$ cat config.mk
export PLATFORM = sky130hd
export DESIGN_NAME = mips32_prog_loader_flat
export DESIGN_NICKNAME = d
export VERILOG_FILES = /design/src/rtl/mips32_prog_loader_if.sv /design/src/rtl/mips32_prog_loader.sv /design/src/flat_wrapper.sv
export SDC_FILE = /design/constraint.sdc
export NUM_CORES = 1
export LEC_CHECK = 0
export CAP_MARGIN = 10
export CORE_ASPECT_RATIO = 0.9
export CORE_MARGIN = 1
export CORE_UTILIZATION = 29
export CTS_CLUSTER_DIAMETER = 100
export CTS_CLUSTER_SIZE = 30
export DETAILED_ROUTE_END_ITERATION = 10
export DONT_BUFFER_PORTS = 1
export GPL_ROUTABILITY_DRIVEN = 0
export PLACE_DENSITY = 0.53
export SYNTH_ARGS = -nofsm -noshare
export SYNTH_HDL_FRONTEND = slang
export SYNTH_SLANG_ARGS = --single-unit
export TNS_END_PERCENT = 20
$ cat constraint.sdc
create_clock -name clk1 -period 4.15 [get_ports clk1]
set_clock_uncertainty 0.15 [all_clocks]
set_input_delay 0.83 -clock clk1 [delete_from_list [all_inputs] [get_ports clk1]]
set_output_delay 0.83 -clock clk1 [all_outputs]
set_load 0.01 [all_outputs]
$ cat src/rtl/mips32_prog_loader_if.sv
// Byte-stream input and memory write-port bundle of the MIPS32 program loader.
// slave = loader side, master = stream source / memory side.
interface mips32_prog_loader_if #(
   parameter int ADDR_W = 10
);
   logic              in_valid;
   logic [7:0]        in_data;
   logic              in_ready;
   logic              mem_we;
   logic [ADDR_W-1:0] mem_addr;
   logic [31:0]       mem_wdata;

   modport slave (
      input  in_valid, in_data,
      output in_ready, mem_we, mem_addr, mem_wdata
   );

   modport master (
      output in_valid, in_data,
      input  in_ready, mem_we, mem_addr, mem_wdata
   );
endinterface

$ cat src/rtl/mips32_prog_loader.sv
// Loads a big-endian word image from a byte stream into the core's memory, holding the core
// until complete. Define LOADER_CHECKSUM_EN to require a trailing 32-bit XOR checksum word.
module mips32_prog_loader #(
   parameter int ADDR_W = 10
) (
   input  logic                 clk1,
   input  logic                 rst_n,
   input  logic                 start,
   mips32_prog_loader_if.slave  bus,
   output logic                 cpu_hold,
   output logic                 done,
   output logic                 error,
   output logic [ADDR_W:0]      words_loaded
);

   typedef enum logic [2:0] {
      S_HDR, S_DATA, S_DONE, S_ERR
`ifdef LOADER_CHECKSUM_EN
      , S_CSUM
`endif
   } state_e;

`ifdef LOADER_CHECKSUM_EN
   localparam state_e after_data_c = S_CSUM;
`else
   localparam state_e after_data_c = S_DONE;
`endif
   localparam logic [ADDR_W:0] one_c = 1;

   state_e            state_q, state_d;
   logic [1:0]        byte_cnt_q, byte_cnt_d;
   logic [31:0]       word_q, word_d;
   logic              word_valid_q, word_valid_d;
   logic [ADDR_W:0]   n_q, n_d;
   logic [ADDR_W:0]   cnt_q, cnt_d;
   logic              we_q, we_d;
   logic [ADDR_W-1:0] addr_q, addr_d;
   logic [31:0]       wdata_q, wdata_d;
`ifdef LOADER_CHECKSUM_EN
   logic [31:0]       csum_q, csum_d;
`endif

   logic hdr_big, hdr_zero, phase_end, ready_state, ready, accept;

   assign hdr_big  = word_q > (32'd1 << ADDR_W);
   assign hdr_zero = word_q == 32'd0;

   // A completed word is acted on one cycle after its last byte; ready drops in that
   // cycle when the word ends the phase, so no byte of a following trailer slips in.
   always_comb begin
      phase_end   = 1'b0;
      ready_state = 1'b0;
      case (state_q)
         S_HDR: begin
            ready_state = 1'b1;
            phase_end   = word_valid_q && (hdr_big || hdr_zero);
         end
         S_DATA: begin
            ready_state = 1'b1;
            phase_end   = (cnt_q == n_q) || (word_valid_q && (cnt_q + one_c == n_q));
         end
`ifdef LOADER_CHECKSUM_EN
         S_CSUM: begin
            ready_state = 1'b1;
            phase_end   = word_valid_q;
         end
`endif
         default: ;
      endcase
      ready = ready_state && !start && !phase_end;
   end

   assign accept = bus.in_valid && ready;

   // NOTE: every variable written here gets a default first, otherwise a latch is inferred.
   always_comb begin
      state_d      = state_q;
      byte_cnt_d   = byte_cnt_q;
      word_d       = word_q;
      word_valid_d = 1'b0;
      n_d          = n_q;
      cnt_d        = cnt_q;
      we_d         = 1'b0;
      addr_d       = addr_q;
      wdata_d      = wdata_q;
`ifdef LOADER_CHECKSUM_EN
      csum_d       = csum_q;
`endif

      if (accept) begin
         word_d       = {word_q[23:0], bus.in_data};
         byte_cnt_d   = byte_cnt_q + 2'd1;
         word_valid_d = (byte_cnt_q == 2'd3);
      end

      case (state_q)
         S_HDR: begin
            if (word_valid_q) begin
               if (hdr_big) begin
                  state_d = S_ERR;
               end else if (hdr_zero) begin
                  state_d = after_data_c;
               end else begin
                  n_d     = word_q[ADDR_W:0];
                  state_d = S_DATA;
               end
            end
         end
         S_DATA: begin
            if (word_valid_q) begin
               we_d    = 1'b1;
               addr_d  = cnt_q[ADDR_W-1:0];
               wdata_d = word_q;
               cnt_d   = cnt_q + one_c;
`ifdef LOADER_CHECKSUM_EN
               csum_d  = csum_q ^ word_q;
`endif
            end else if (cnt_q == n_q) begin
               state_d = after_data_c;
            end
         end
`ifdef LOADER_CHECKSUM_EN
         S_CSUM: begin
            if (word_valid_q) state_d = (word_q == csum_q) ? S_DONE : S_ERR;
         end
`endif
         default: ;
      endcase

      if (start) begin
         state_d      = S_HDR;
         byte_cnt_d   = 2'd0;
         word_valid_d = 1'b0;
         cnt_d        = '0;
         we_d         = 1'b0;
`ifdef LOADER_CHECKSUM_EN
         csum_d       = '0;
`endif
      end
   end

   // NOTE: state registers use non-blocking assignments so all of them update together.
   always_ff @(posedge clk1 or negedge rst_n) begin
      if (!rst_n) begin
         state_q      <= S_HDR;
         byte_cnt_q   <= 2'd0;
         word_q       <= '0;
         word_valid_q <= 1'b0;
         n_q          <= '0;
         cnt_q        <= '0;
         we_q         <= 1'b0;
         addr_q       <= '0;
         wdata_q      <= '0;
`ifdef LOADER_CHECKSUM_EN
         csum_q       <= '0;
`endif
      end else begin
         state_q      <= state_d;
         byte_cnt_q   <= byte_cnt_d;
         word_q       <= word_d;
         word_valid_q <= word_valid_d;
         n_q          <= n_d;
         cnt_q        <= cnt_d;
         we_q         <= we_d;
         addr_q       <= addr_d;
         wdata_q      <= wdata_d;
`ifdef LOADER_CHECKSUM_EN
         csum_q       <= csum_d;
`endif
      end
   end

   assign bus.in_ready  = ready;
   assign bus.mem_we    = we_q;
   assign bus.mem_addr  = addr_q;
   assign bus.mem_wdata = wdata_q;
   assign done          = (state_q == S_DONE);
   assign error         = (state_q == S_ERR);
   assign cpu_hold      = !done;
   assign words_loaded  = cnt_q;

endmodule
$ cat src/flat_wrapper.sv
// flat-port wrapper written by rule: the top's interface ports become plain ports
module mips32_prog_loader_flat 
#(
   parameter int ADDR_W = 10
)
  (clk1, rst_n, start, cpu_hold, done, error, words_loaded, bus_in_valid, bus_in_data, bus_in_ready, bus_mem_we, bus_mem_addr, bus_mem_wdata);
  mips32_prog_loader_if #(.ADDR_W(ADDR_W)) bus_i ();
  input  logic clk1;
  input  logic rst_n;
  input  logic start;
  output logic cpu_hold;
  output logic done;
  output logic error;
  output logic [ADDR_W:0] words_loaded;
  input wire logic [$bits(bus_i.in_valid)-1:0] bus_in_valid;
  input wire logic [$bits(bus_i.in_data)-1:0] bus_in_data;
  output wire logic [$bits(bus_i.in_ready)-1:0] bus_in_ready;
  output wire logic [$bits(bus_i.mem_we)-1:0] bus_mem_we;
  output wire logic [$bits(bus_i.mem_addr)-1:0] bus_mem_addr;
  output wire logic [$bits(bus_i.mem_wdata)-1:0] bus_mem_wdata;
  assign bus_i.in_valid = bus_in_valid;
  assign bus_i.in_data = bus_in_data;
  assign bus_in_ready = bus_i.in_ready;
  assign bus_mem_we = bus_i.mem_we;
  assign bus_mem_addr = bus_i.mem_addr;
  assign bus_mem_wdata = bus_i.mem_wdata;
  mips32_prog_loader #(.ADDR_W(ADDR_W)) u_core (.clk1(clk1), .rst_n(rst_n), .start(start), .bus(bus_i), .cpu_hold(cpu_hold), .done(done), .error(error), .words_loaded(words_loaded));
endmodule
==> results of run 1 <==
metal layers:
layer	vias up	global-route usage	part of all wire
met5	-	0	0
met1	1502	0.198	0.48
met4	0	0.0453	0.013
met2	82	0.202	0.43
li1	1491	-	-
met3	8	0.0488	0.070
layout by cell type (no fill, tap or decap), drive strengths merged, types with 3 or more instances in the layout:
master    n
a21oi    11
and2      5
and4      4
clkbuf   10
dfrtp   102
inv       6
mux2     43
nand2   134
nand3    11
nand3b    3
nand4     5
nor2     23
nor2b     4
nor3      6
nor4      7
o21ai    11
xnor2    13
xor2      9
power by group:
part / internal, mW / total [mW] / switching (mW) / leakage (nW)
logic: 0.143 / 0.190 / 0.0472 / 0.991
registers: 1.09 / 1.21 / 0.118 / 1.36
clock network: 0.467 / 0.841 / 0.374 / 0.139
cells by family (layout without fill, tap and decap cells):
family | Yosys count | count (layout) | synth area share
DFF | 102 | 102 | 0.538
xor gates and xnor gates | 22 | 22 | 0.0406
buffers and inverters | 29 | 21 | 0.0290
AOI/OAI and AO/OA | 38 | 38 | 0.0569
muxes | 43 | 43 | 0.125
and+or+nand+nor | 213 | 213 | 0.205
adders and majority gates | 2 | 2 | 0.00527
cell type report:
type,instances,area share
Sequential cell,102,0.492
Multi-Input combinational cell,318,0.398
Tap cell,202,0.0488
Clock buffer,10,0.0442
Clock inverter,5,0.0116
Inverter,5,0.00362
Timing Repair Buffer,1,0.00145
how the worst max path moves through the flow:
stage / cells after the start / from / endpoint
floorplan: 7 / u_core.words_loaded[1] / bus_in_ready
global placement: 7 / u_core.words_loaded[0] / bus_in_ready
detailed placement: 6 / u_core.words_loaded[0] / bus_in_ready
CTS: 6 / u_core.words_loaded[0] / bus_in_ready
global route: 7 / u_core.words_loaded[0] / bus_in_ready
finish: 6 / u_core.words_loaded[0] / bus_in_ready
sequential cells by signal, indices dropped and copies added, names as in the netlist:
register	cells
u_core.byte_cnt_q	2
u_core.bus.mem_wdata	32
u_core.bus.mem_addr	10
u_core.word_valid_q	1
u_core.word_q	32
u_core.bus.mem_we	1
u_core.words_loaded	11
u_core.state_q	2
u_core.n_q	11
stage by stage:
stage / hold WS (ns) / area (sq um)
final: 0.0269 / 5180
after floorplan: 0.303 / 4750
after detailed placement: 0.336 / 4890
after CTS: 0.00691 / 5180
after global placement: 0.333 / 4890
after global routing: 0.00933 / 5180
worst max-delay path: cells and delay by family, from the launching register on:
kind	cells	cell delay (ns)
simple gates	3	0.85
compound gates	2	0.67
flops	1	0.58
fa+ha+maj	1	0.32
==> metrics.md, run 1 <==
| Metric | Value |
|---|---|
| RSZ-0062 raised after global routing | false |
| Row cnt | 43 |
| Htree depth | 3 |
| Post-DR wirelength/cell | 16.8 um |
| Top cell type's share of synthesized area | 0.538 |
| Register area share after synthesis | 0.538 |
| Detailed placer's ending HPWL | 7120 um |
| Max Clock Freq | 0.266 GHz |
| Setup TNS | 0 ns |
| Least-Margin Pin Slew | 0.945 ns |
| Post-Syn Area | 4750 sq um |
| Number of synthesized register bits | 102 |
| Final setup violating endpoints | 0 |
| Slowest stage delay, CP | 0.58 ns |
| Period minus WS final | 3.76 ns |
| Dpl ws | 0.763 ns |
| Worst Path Arrival | 2.78 ns |
| Sink Count | 102 |
| Synth unique cells | 51 |
| Status | finished, final reports clean |
| Hold Path Class | input pin to async pin |
| Post-Place Cells | 628 |
| Syn nets | 463 |
| Critical path class | flop to output pin |
| Die width | 137 um |
| Routed vias | 3083 |
| Root Buffer | clkbuf_16 |
| Congestion Overflow GR | 0 |
| Core footprint | 15700 sq um |
| Latest clock arrival within the worst-skew pair | 0.35 ns |
| Drt total wl | 10800 um |
| Most frequent cell after synthesis | nand2_1 |
| Slew margin rel. | 0.369 |
| Total power | 2.24 mW |
| Syn-to-layout area delta | 9.23% |
| CTS tree | done |
| Largest net degree at the start of global routing | 103 |
| CP endpoint kind | output pin |
| CP cell instances | ha_1 -> nand4_1 -> a211o_1 -> nor4_2 -> o221ai_1 -> and2_1 |
| Yosys top cell by area | dfrtp_1 |
| Ant diodes | 0 |
| Async SR Flop Fraction | 1.00 |
| Ys Warns | 0 |
| Max-cap viol count | 0 |
| Initial antenna violation count | 0 |
| Die ar. | 16900 sq um |
| Sequential cell area | 2550 sq um |
| R2r setup slk | 0.78 ns |
| Pleak | 2.49 nW |
| Worst setup SP type | flop |
| CP required | 3.17 ns |
| TritonCTS Buffers | 9 |
| Vias in the first global route | 3158 |
| # DRC | 0 |
| Longest Clk Path Bufs | 2 |
| CP Max Fanout | 9 |
| Max-slew violation count | 0 |
| Worst VDD drop | 0.000215 V |
| Synth cell count leaders | nand2_1 (133), dfrtp_1 (102), mux2_4 (29), nor2_1 (23), clkbuf_1 (15) |
| Mapped Avg Cell Area | 10.6 sq um |
| Slowest CP cell | dfrtp_1 |
| Port buffer count | 0 |
| Final Instance Count excl. Fillers | 643 |
| Worst R2R Start | u_core.words_loaded[0] |
| Syn Inst Count | 449 |
| Crit share post-route | 0.905 |
| Reg2Reg Depth | 7 |
| Top_reg_cell synth | dfrtp_1 |
| Tot GR Track Use | 0.141 |
| Initial Util | 0.302 |
| CTS resizes | 0 |
| Post-layout util | 0.330 |
| Routed vias/inst | 4.79 |
| Largest cells by area after synthesis | dfrtp_1 (54%), nand2_1 (11%), mux2_4 (9.2%), mux2_2 (3.3%), xnor2_1 (2.4%) |
| Multi-input logic area | 2060 sq um |
| Final nets | 451 |
| Share of cells above drive strength 1 | 0.159 |
| RR Endpoint | u_core.word_q[1] |
| Hold Fails Final Rpt | 0 |
| Post-route setup slack | 0.394 ns |
| Drt first pass iters | 4 |
| Vert. Die Dim | 123 um |
| Initial DRC Count | 219 |
| Pwr per Cell Area | 432 nW/um^2 |
| Hold_buf cts | 0 |
| Number of fill cells in the layout | 1582 |
| Top Ports | 70 |
| Setup Fix Bufs, Post-CTS | 0 |
| Final ANT Viol Nets | 0 |
| Clock-pin slew on the worst setup and hold paths | 0.07 ns |
| First-pass GRT wire length | 17900 um |
| Post-synth EDFFs | 0 |
No activity file was read; power rests on OpenSTA's default activity.
==> run 2, diff against run 1 <==
CELL_PAD_IN_SITES_DETAIL_PLACEMENT = 2   (was unset)
CELL_PAD_IN_SITES_GLOBAL_PLACEMENT = 2   (was unset)
PLACE_DENSITY = 0.69   (was 0.53)
==> metrics.md, run 2 (same netlist as run 1, synthesis figures left out) <==
| Metric | Value |
|---|---|
| Ant diodes | 0 (unchanged) |
| RR Endpoint | u_core.word_q[2] |
| Pwr per Cell Area | 460 nW/um^2 (+6.4%) |
| Initial Util | 0.302 (unchanged) |
| Worst VDD drop | 0.000227 V (+5.6%) |
| Worst R2R Start | u_core.words_loaded[0] |
| Clock-pin slew on the worst setup and hold paths | 0.07 ns (about the same) |
| Number of fill cells in the layout | 1709 (+8.0%) |
| Vert. Die Dim | 123 um (unchanged) |
| Post-DR wirelength/cell | 19.4 um (+16%) |
| Drt first pass iters | 4 (unchanged) |
| Share of cells above drive strength 1 | 0.167 (+0.00794) |
| Pleak | 2.54 nW (+2.0%) |
| Max Clock Freq | 0.261 GHz (-1.9%) |
| Max-slew violation count | 0 (unchanged) |
| Hold Fails Final Rpt | 0 (unchanged) |
| Post-route setup slack | 0.322 ns (-0.0721 ns) |
| Final setup violating endpoints | 0 (unchanged) |
| Final nets | 453 (+0.44%) |
| Crit share post-route | 0.922 (+0.0174) |
| CP endpoint kind | output pin |
| Latest clock arrival within the worst-skew pair | 0.36 ns (about the same) |
| Routed vias | 3235 (+4.9%) |
| Global routing usage on met3 | 0.0390 (-0.00984) |
| Met2 Resource Use GR | 0.267 (+0.0644) |
| Congestion Overflow GR | 0 (unchanged) |
| Met1 usage | 0.207 (+0.00945) |
| Worst Path Arrival | 2.85 ns (+0.07 ns) |
| Worst setup SP type | flop |
| R2r setup slk | 0.73 ns (-0.05 ns) |
| Multi-input logic area | 2060 sq um (unchanged) |
| First-pass GRT wire length | 20500 um (+15%) |
| Initial antenna violation count | 0 (unchanged) |
| Slew margin rel. | 0.299 (-0.0699) |
| Period minus WS final | 3.83 ns (+0.0721 ns) |
| Final ANT Viol Nets | 0 (unchanged) |
| Reg2Reg Depth | 7 (unchanged) |
| Longest Clk Path Bufs | 2 (unchanged) |
| Row cnt | 43 (unchanged) |
| Critical path class | flop to output pin |
| Detailed placer's ending HPWL | 8360 um (+17%) |
| Setup Fix Bufs, Post-CTS | 0 (unchanged) |
| Setup crit start | u_core.words_loaded[0] |
| Core footprint | 15700 sq um (unchanged) |
| Top Ports | 70 (unchanged) |
| CP required | 3.17 ns (about the same) |
| Sequential cell area | 2550 sq um (unchanged) |
| Drt total wl | 12600 um (+16%) |
| Initial DRC Count | 159 (-27%) |
| # DRC | 0 (unchanged) |
| RSZ-0062 raised after global routing | false |
| Routed vias/inst | 5.01 (+4.4%) |
| Max-cap viol count | 0 (unchanged) |
| Die ar. | 16900 sq um (unchanged) |
| Die width | 137 um (unchanged) |
| CTS tree | done |
| Sink Count | 102 (unchanged) |
| Setup TNS | 0 ns (unchanged) |
| Hold Path Class | input pin to async pin |
| Commonest non-fill, non-tap cell in the layout | nand2_1 |
| CP Max Fanout | 9 (unchanged) |
| Tot GR Track Use | 0.162 (+0.0212) |
| Dpl ws | 0.688 ns (-0.0758 ns) |
| Largest net degree at the start of global routing | 65 (-37%) |
| Most frequent cells in the layout | nand2_1 (133), dfrtp_1 (102), mux2_4 (29), nor2_1 (22), mux2_2 (14) |
| Gr busiest metal | met2 |
| Least-Margin Pin Slew | 1.05 ns (+0.105 ns) |
| Htree depth | 3 (unchanged) |
| Syn-to-layout area delta | 11.2% |
| Port buffer count | 0 (unchanged) |
| Vias in the first global route | 3703 (+17%) |
| TritonCTS Buffers | 9 (unchanged) |
| Root Buffer | clkbuf_16 |
| Status | finished, final reports clean |
-- run 2: cell count changes in the layout (fill, tap and decap cells not counted), sizes merged --
cell and delta:
inv +1, clkbuf -1, bufinv +2, clkinvlp -1, buf +2
-- run 2: worst max-delay path, cell delays in order (launching register included) --
cell and delay, ns:
dfrtp_1 0.58, ha_1 0.31, nand4_1 0.32, a211o_1 0.41
nor4_2 0.27, o221ai_1 0.29, and2_1 0.30
-- run 2: power by group --
part | total (mW) | leakage [nW] | internal [mW] | switching, mW
registers | 1.21 | 1.36 | 1.09 | 0.122
clock network | 1.01 | 0.174 | 0.600 | 0.410
logic | 0.204 | 1.01 | 0.145 | 0.0591
total | 2.43 | 2.54 | 1.84 | 0.591
-- run 2: worst max path at each step --
stage / cells past startpoint / end
finish: 6 / bus_in_ready
CTS: 6 / bus_in_ready
floorplan: 7 / bus_in_ready
global route: 6 / bus_in_ready
detailed placement: 6 / bus_in_ready
global placement: 6 / bus_in_ready
-- run 2: per-layer routing --
layer,up-vias,share of wire
met2,48,0.49
met4,0,0.014
met5,-,0
met3,11,0.036
li1,1498,-
met1,1678,0.46
-- run 2: what timing repair did --
item                                   CTS  global route
hold buffers                             1             0
endpoints found under the hold margin   39             0
gates resized for setup                  0             0
-- run 2: area by class of cell --
cell class	count	area share
flip-flops and latches	102	0.484
multi-input cells	318	0.391
well taps	202	0.0479
clock buffers	9	0.0427
clock inverters	7	0.0247
repair buffers	3	0.00664
inverters	5	0.00356
-- run 2: stage by stage --
step | cell area (sq um) | power, mW | hold slack (ns) | utilization | std cells
final | 5280 | 2.43 | 0.0182 | 0.336 | 646
after global routing | 5280 | 2.53 | 0.000496 | 0.336 | 646
after CTS | 5280 | 2.47 | 0.000392 | 0.336 | 646
after detailed placement | 4900 | 1.43 | 0.347 | 0.312 | 629
after global placement | 4900 | 1.41 | 0.331 | 0.312 | 629
after floorplan | 4750 | 1.36 | 0.303 | - | 449
